===== config.mk =====
export PLATFORM = sky130hd
export DESIGN_NAME = seven_seg_scan_ctrl
export DESIGN_NICKNAME = d
export VERILOG_FILES = /design/src/rtl/seven_seg_scan_ctrl.sv
export SDC_FILE = /design/constraint.sdc
export NUM_CORES = 1
export LEC_CHECK = 0
export BUFFER_PORTS_ARGS = -buffer_cell sky130_fd_sc_hd__buf_4
export CELL_PAD_IN_SITES_DETAIL_PLACEMENT = 0
export CELL_PAD_IN_SITES_GLOBAL_PLACEMENT = 1
export CORE_AREA = 8 8 88 90
export CTS_BUF_LIST = sky130_fd_sc_hd__clkbuf_16
export CTS_CLUSTER_SIZE = 40
export DETAILED_ROUTE_END_ITERATION = 7
export DIE_AREA = 0 0 96 98
export PLACE_DENSITY = 0.86
export SLEW_MARGIN = 15
export SYNTH_ARGS = -nofsm -noshare
export SYNTH_HDL_FRONTEND = slang
export SYNTH_SLANG_ARGS = --single-unit

===== constraint.sdc =====
create_clock -name clk -period 3.5 [get_ports clk]
set_input_delay 0.35 -clock clk [delete_from_list [all_inputs] [get_ports clk]]
set_output_delay 0.35 -clock clk [all_outputs]
set_load 0.01 [all_outputs]

===== src/rtl/seven_seg_scan_ctrl.sv =====
// Seven-segment scan controller: one shared decoder, NUM_DIGITS time-multiplexed digits,
// double-buffered display word, blanking guard before every digit, optional leading-zero blanking.
module seven_seg_scan_ctrl #(
   parameter int NUM_DIGITS   = 4,
   parameter int REFRESH_DIV  = 1000,
   parameter int BLANK_CYCLES = 2
) (
   input  logic                    clk,
   input  logic                    rst_n,
   input  logic                    load,
   input  logic [4*NUM_DIGITS-1:0] value,
   input  logic                    blank_lz,
   output logic                    load_ack,
   output logic                    dec_w,
   output logic                    dec_x,
   output logic                    dec_y,
   output logic                    dec_z,
   output logic [NUM_DIGITS-1:0]   dig_en,
   output logic                    frame_done
);

   localparam int VW      = 4 * NUM_DIGITS;
   localparam int MAX_CNT = (REFRESH_DIV > BLANK_CYCLES) ? REFRESH_DIV : BLANK_CYCLES;
   localparam int CW      = $clog2(MAX_CNT + 1);
   localparam int IW      = (NUM_DIGITS > 1) ? $clog2(NUM_DIGITS) : 1;

   localparam logic [CW-1:0] BLANK_LAST = CW'(BLANK_CYCLES - 1);
   localparam logic [CW-1:0] SHOW_LAST  = CW'(REFRESH_DIV - 1);
   localparam logic [IW-1:0] LAST_IDX   = IW'(NUM_DIGITS - 1);

   typedef enum logic [1:0] {
      ST_IDLE  = 2'd0,
      ST_BLANK = 2'd1,
      ST_SHOW  = 2'd2
   } state_t;

   state_t            state_r, state_nxt_s;
   logic [IW-1:0]     idx_r, idx_nxt_s;
   logic [CW-1:0]     cnt_r, cnt_nxt_s;
   logic              frame_end_s;

   logic [VW-1:0]     active_r, active_nxt_s;
   logic              active_lz_r, active_lz_nxt_s;
   logic [VW-1:0]     pending_r, pending_nxt_s;
   logic              pending_lz_r, pending_lz_nxt_s;
   logic              pending_valid_r, pending_valid_nxt_s;

   logic [NUM_DIGITS-1:0] supp_s;
   logic [3:0]            dec_nxt_s;
   logic [NUM_DIGITS-1:0] dig_en_nxt_s;

   logic [3:0]            dec_r;
   logic [NUM_DIGITS-1:0] dig_en_r;
   logic                  load_ack_r;
   logic                  frame_done_r;

   function automatic logic [3:0] nibble_at(input logic [VW-1:0] w, input logic [IW-1:0] i);
      nibble_at = 4'h0;
      for (int k = 0; k < NUM_DIGITS; k++) begin
         if (i == IW'(k)) begin
            nibble_at = w[4*k +: 4];
         end
      end
   endfunction

   // Slot sequencing: state, digit index and the per-state cycle counter.
   always_comb begin
      state_nxt_s = state_r;
      idx_nxt_s   = idx_r;
      cnt_nxt_s   = cnt_r + CW'(1);
      frame_end_s = 1'b0;
      case (state_r)
         ST_IDLE: begin
            cnt_nxt_s = '0;
            if (load) begin
               state_nxt_s = ST_BLANK;
               idx_nxt_s   = '0;
            end else begin
               state_nxt_s = ST_IDLE;
            end
         end
         ST_BLANK: begin
            if (cnt_r == BLANK_LAST) begin
               state_nxt_s = ST_SHOW;
               cnt_nxt_s   = '0;
            end else begin
               state_nxt_s = ST_BLANK;
            end
         end
         ST_SHOW: begin
            if (cnt_r == SHOW_LAST) begin
               state_nxt_s = ST_BLANK;
               cnt_nxt_s   = '0;
               if (idx_r == LAST_IDX) begin
                  idx_nxt_s   = '0;
                  frame_end_s = 1'b1;
               end else begin
                  idx_nxt_s = idx_r + IW'(1);
               end
            end else begin
               state_nxt_s = ST_SHOW;
            end
         end
         default: begin
            state_nxt_s = ST_IDLE;
            idx_nxt_s   = '0;
            cnt_nxt_s   = '0;
         end
      endcase
   end

   // Double buffer: the active word only changes when leaving IDLE or at a frame boundary.
   always_comb begin
      active_nxt_s        = active_r;
      active_lz_nxt_s     = active_lz_r;
      pending_nxt_s       = pending_r;
      pending_lz_nxt_s    = pending_lz_r;
      pending_valid_nxt_s = pending_valid_r;
      if (state_r == ST_IDLE) begin
         if (load) begin
            active_nxt_s    = value;
            active_lz_nxt_s = blank_lz;
         end else begin
            active_nxt_s    = active_r;
         end
      end else begin
         if (frame_end_s && pending_valid_r) begin
            active_nxt_s        = pending_r;
            active_lz_nxt_s     = pending_lz_r;
            pending_valid_nxt_s = 1'b0;
         end else begin
            active_nxt_s        = active_r;
         end
         // A load on the swap edge lands in pending after the old pending moved out.
         if (load) begin
            pending_nxt_s       = value;
            pending_lz_nxt_s    = blank_lz;
            pending_valid_nxt_s = 1'b1;
         end else begin
            pending_nxt_s       = pending_r;
         end
      end
   end

   // Leading-zero suppression mask and next decoder/enable values.
   always_comb begin
      logic zero_above;
      zero_above = 1'b1;
      supp_s     = '0;
      for (int i = NUM_DIGITS - 1; i >= 0; i--) begin
         zero_above = zero_above && (active_r[4*i +: 4] == 4'h0);
         supp_s[i]  = active_lz_r && zero_above && (i != 0);
      end
      dig_en_nxt_s = '0;
      dec_nxt_s    = dec_r;
      // Decoder inputs only move on BLANK entry, so they are settled before any digit lights.
      if ((state_nxt_s == ST_BLANK) && (state_r != ST_BLANK)) begin
         dec_nxt_s = nibble_at(active_nxt_s, idx_nxt_s);
      end else begin
         dec_nxt_s = dec_r;
      end
      if ((state_nxt_s == ST_SHOW) && !supp_s[idx_nxt_s]) begin
         dig_en_nxt_s = {{(NUM_DIGITS-1){1'b0}}, 1'b1} << idx_nxt_s;
      end else begin
         dig_en_nxt_s = '0;
      end
   end

   // State, counter and buffer registers.
   always_ff @(posedge clk) begin
      if (!rst_n) begin
         state_r         <= ST_IDLE;
         idx_r           <= '0;
         cnt_r           <= '0;
         active_r        <= '0;
         active_lz_r     <= 1'b0;
         pending_r       <= '0;
         pending_lz_r    <= 1'b0;
         pending_valid_r <= 1'b0;
      end else begin
         state_r         <= state_nxt_s;
         idx_r           <= idx_nxt_s;
         cnt_r           <= cnt_nxt_s;
         active_r        <= active_nxt_s;
         active_lz_r     <= active_lz_nxt_s;
         pending_r       <= pending_nxt_s;
         pending_lz_r    <= pending_lz_nxt_s;
         pending_valid_r <= pending_valid_nxt_s;
      end
   end

   // Registered outputs.
   always_ff @(posedge clk) begin
      if (!rst_n) begin
         dec_r        <= 4'h0;
         dig_en_r     <= '0;
         load_ack_r   <= 1'b0;
         frame_done_r <= 1'b0;
      end else begin
         dec_r        <= dec_nxt_s;
         dig_en_r     <= dig_en_nxt_s;
         load_ack_r   <= load;
         frame_done_r <= frame_end_s;
      end
   end

   assign dec_w      = dec_r[3];
   assign dec_x      = dec_r[2];
   assign dec_y      = dec_r[1];
   assign dec_z      = dec_r[0];
   assign dig_en     = dig_en_r;
   assign load_ack   = load_ack_r;
   assign frame_done = frame_done_r;

endmodule


Word level (Yosys, flattened, before mapping)
Cells that the tools add are included.

Output and inout bits: 10. Word-level logic and storage cells: 77. Bits in registers: 59.

Shift operators: 1. Equality and inequality tests: 12. Add/subtract/negate cells: 2. Order comparisons: 1. Muxes and demuxes: 28. Reduce and logical (&&, ||, !) cells: 20. Bitwise logic cells: 1.

Operators with widths (number): $mux W16 (3); $mux W10 (2); $pmux W10 S2 (1); $mux W4 (4); $logic_not A4 Y1 (3); $pmux W2 S3 (2); $add A10 B1 Y10 const B (1); $eq A10 B1 Y1 const B (1); $eq A10 B10 Y1 const B (1); $eq A2 B2 Y1 const B (5); $mux W1 (10); $mux W2 (5); $logic_and A1 B1 Y1 (8); $reduce_and A2 Y1 (4); $eq A2 B1 Y1 const B (3); $logic_not A2 Y1 (2); $reduce_bool A2 Y1 (2); $shl A1 B2 Y4 const A (1); $lt A2 B3 Y1 const B (1); $add A2 B1 Y2 const B (1); $bmux W1 S2 (1); $ne A2 B1 Y1 const B (1); $ne A2 B2 Y1 const B (1); $logic_not A1 Y1 (1); $not A1 Y1 (1).

Logic depth before layout (Yosys ltp)
Word-level depth: 11. Depth in mapped cells: 10. Mapped depth without buffers: 8.

Least setup slack after synthesis
No wires, ideal clock.

Kind: register -> register. From: register cnt_r[0]. To: register dec_r[2]. Path buffers: 0. Arrival time: 2.087 ns. Data required time: 3.442 ns. Cell stages (with the launch flop): 8. Slack: 1.355 ns. Path through: dfxtp_1 -> ha_1 -> nand4bb_1 -> or4_4 -> a31oi_4 -> nor4_1 -> a2111oi_0 -> or3_1.

Word-level cells in the longest chain between the ends: 10. Elaborated cells on any way between the ends: 22.

RTL lines: start, declared (line 39) `logic [CW-1:0] cnt_r, cnt_nxt_s;`; start signal, assigned (line 183) `cnt_r <= cnt_nxt_s;`; $eq A10 B10 Y1 (line 91) `if (cnt_r == SHOW_LAST) begin`; $mux W1 (line 91); $mux W1 (line 72) `case (state_r)`; $logic_and A1 B1 Y1 (line 127) `if (frame_end_s && pending_valid_r) begin`; $mux W16 (line 127); $mux W16 (line 119) `if (state_r == ST_IDLE) begin`; $mux W4 (4 in series) (line 60) `if (i == IW'(k)) begin`; end signal, assigned (line 200) `dec_r <= dec_nxt_s;`; end, declared (line 52) `logic [3:0] dec_r;`.

Parallel ways exist; a longest one is shown, timed or not. A chain may end at the register's enable or synchronous reset.

Worst setup path in the final report
Same ends and word-level chain as after synthesis.

==> reports/metrics.csv <==
stage;metric;value;unit
global_routing;antenna_found_initial;0;
routing;drt_iter0_markers;176;
clock_tree;root_buffer;clkbuf_16;
pwr;cellLeakagePower;1.407;nW
die;die_h;98;um
timing;setup_viol;0;
timing;period_needed;2.493;ns
timing;finalCritPeriodShare;71.23;%
final_layout;drive_above_1_share;16.10;%
die;io-pin-count;30;
global_routing;grt_pass1_wl;12320;um
placement;io_buffer_count;29;
pwr;p_per_area;538.8;nW/um^2
yosys;synth_flop_cell;dfxtp_1;
timing;rsz0062_at_grt;no;
final_layout;areaGrowthSynthToFinish;20.60;%
setup_path;slowest_delay;0.40;ns
global_routing;grt_start_max_net_pins;34;
timing;relSlewSlack;51.59;%
timing;finalSetupTns;0;ns
setup_path;critical_path.max_fanout;11;
timing;hold_viol;0;
pwr;ir_drop;0.0002653;V
min_path;hp-class;input port to flop;
setup_path;reg2regPathDepth;8;
placement;dp_hpwl;5068;um
setup_path;required;3.71;ns
clock_tree;path_clk_slew;0.05;ns
placement;dpl_worst_slack;1.011;ns
yosys;seq_area_frac_synth;40.34;%
pwr;power;1.902;mW
die;die_w;96;um
setup_path;path_class;flop to flop;
yosys;ys_seq_elements;59;
final_layout;antenna_cells;0;
placement;gp_congestion;0.8083;
timing;fin_ws;1.007;ns
clock_tree;cts.repair.resized;0;
routing;drtAntennaViolNets;0;
yosys;synth-edff-count;0;
yosys;synth_warnings;0;
timing;worst_slew_pin_slew;0.7247;ns
clock_tree;cts_setup_buffers;0;
timing;whs;0.2771;ns
setup_path;worst-r2r-setup-slack;1.01;ns
clock_tree;cts_num_sinks;59;
setup_path;path_cells;ha_1, and4bb_1, and4_1, buf_4, mux2_2, o211ai_1, a21oi_1, or3_1;
die;start_util;45.09;%
clock_tree;clockBufferDepth;2;
routing;drcViolationCount;0;
routing;num_vias;2571;
die;rows;30;
yosys;synth_cells;355;
yosys;netlist_area;2928;um^2
routing;wl_per_cell;15.65;um
setup_path;critPathLaunchType;flop;
global_routing;overflow;0;
yosys;ys_types;48;
routing;routed_wl;7279;um
job;maxCapViolations;0;
timing;drv_slew;0;
setup_path;r2r_end;dec_r[2];
global_routing;grt_pass1_vias;2531;
timing;clock_skew;0.007795;ns
status;outcome;finished, final reports clean;
die;core-area;6494;um^2
setup_path;crit_end;dec_r[2];
routing;first_pass_iters;4;
yosys;syn_nets;382;
setup_path;r2r-start;cnt_r[0];
setup_path;slowest_stage;dfxtp_1;
setup_path;path_depth;8;
setup_path;cp_top_family;simple AND/OR/NAND/NOR gates;
yosys;postSynthAreaPerCell;8.247;um^2
global_routing;grt.total_usage;16.53;%
setup_path;crit_buf_inv;1;
clock_tree;cts_tree;done;
clock_tree;insertion_delay;0.33;ns
setup_path;cp.arrival;2.70;ns
timing;clock.fmax;401.1;MHz
routing;viasPerCell;5.529;
clock_tree;cts_max_level;3;
final_layout;nNetsFinal;407;
clock_tree;numCtsBuffers;9;
setup_path;worstSetupEndpointType;flop;
setup_path;critPathLaunch;cnt_r[0];
die;die_area;9408;um^2
clock_tree;ctsHoldBuffers;0;
yosys;async_reset_ff_share;0;%
==> worst min path at each step <==
| stage | startpoint | to | slack, ns | cells after the start |
|---|---|---|---|---|
| 4_1_cts | value[14] | pending_r[14] | 0.27 | 3 |
| 6_report | value[7] | pending_r[7] | 0.28 | 3 |
| 2_1_floorplan | pending_r[5] | pending_r[5] | 0.43 | 2 |
| 3_3_place_gp | pending_r[7] | pending_r[7] | 0.44 | 2 |
| 5_1_grt | value[9] | pending_r[9] | 0.28 | 3 |
| 3_5_place_dp | pending_r[10] | pending_r[10] | 0.45 | 2 |
==> per-layer routing <==
metal | GRT usage, % | share of wire [%] | up-vias
met1 | 20.46 | 46 | 1200
met2 | 25.43 | 46 | 48
met5 | 0 | 0 | -
li1 | - | - | 1308
met3 | 3.914 | 5.8 | 15
met4 | 8.994 | 2.0 | 0
==> report_power, final <==
part / internal (mW) / switching (mW) / total (mW)
logic: 0.0815 / 0.111 / 0.193
clock network: 0.685 / 0.297 / 0.982
registers: 0.706 / 0.0211 / 0.727
==> state kept, by name (all words and copies together), names as in the netlist <==
register	count
active_lz_r	1
active_r	16
cnt_r	10
dec_r	4
dig_en	4
frame_done	1
idx_r	2
load_ack	1
pending_lz_r	1
pending_r	16
pending_valid_r	1
state_r	2
==> cells in the final DEF (no fill, tap or decap), drive strengths merged, types with 4 or more instances in the layout <==
cell / n
o21ai: 13
and3: 7
nand4: 8
and2: 4
buf: 34
mux2i: 16
clkinv: 5
nand2: 63
a31oi: 12
dfxtp: 59
nor2b: 7
inv: 6
a21oi: 26
nor4: 4
nor2: 32
o211ai: 4
clkbuf: 9
xnor2: 5
nand3: 17
ha: 7
mux2: 11
==> stage by stage <==
step | instances | area (um^2) | util, %
finish | 465 | 3531 | 54.37
global route | 465 | 3531 | 54.37
detailed placement | 449 | 3199 | 49.27
floorplan | 355 | 2928 | -
CTS | 465 | 3531 | 54.37
global placement | 449 | 3199 | 49.27
==> Yosys cell counts, types with 4 or more instances <==
library cell  instances  area (um^2)
a21oi_1              26        130.1
a31oi_1              11        68.82
and2_1                4        25.02
and3_1                7        43.79
buf_2                 4        20.02
clkbuf_1             13        48.80
dfxtp_1              59         1181
ha_1                  7        87.58
inv_1                 6        22.52
mux2_2               11        123.9
mux2i_1              16        160.2
nand2_1              63        236.5
nand3_1              17        85.08
nand4_1               7        43.79
nor2_1               32        120.1
nor2b_1               7        43.79
nor4_1                4        25.02
o211ai_1              4        30.03
o21ai_0              13        65.06
xnor2_1               5        43.79
==> cells by family (layout without fill, tap and decap cells) <==
| logic type | Yosys count | after routing | share of synthesized area (%) |
|---|---|---|---|
| AOI/OAI and AO/OA | 69 | 69 | 14.91 |
| xor gates and xnor gates | 8 | 8 | 2.393 |
| adders and majority gates | 7 | 7 | 2.991 |
| buffers and inverters | 27 | 57 | 3.761 |
| DFF | 59 | 59 | 40.34 |
| muxes | 27 | 27 | 9.701 |
| and+or+nand+nor | 158 | 158 | 25.90 |
==> final cells by class <==
class                           instances  area, um^2
Timing Repair Buffer                   34       255.2
Clock inverter                          7       106.4
Clock buffer                            9       225.2
Inverter                                7       26.28
Fill cell                             616        2963
Sequential cell                        59        1181
Multi-Input combinational cell        269        1637
Tap cell                               80       100.1
==> worst min-delay path: stages <==
cell,delay [ns]
buf_4,0.11
nand2_1,0.05
a21oi_1,0.05
No activity file was read; power rests on OpenSTA's default activity.
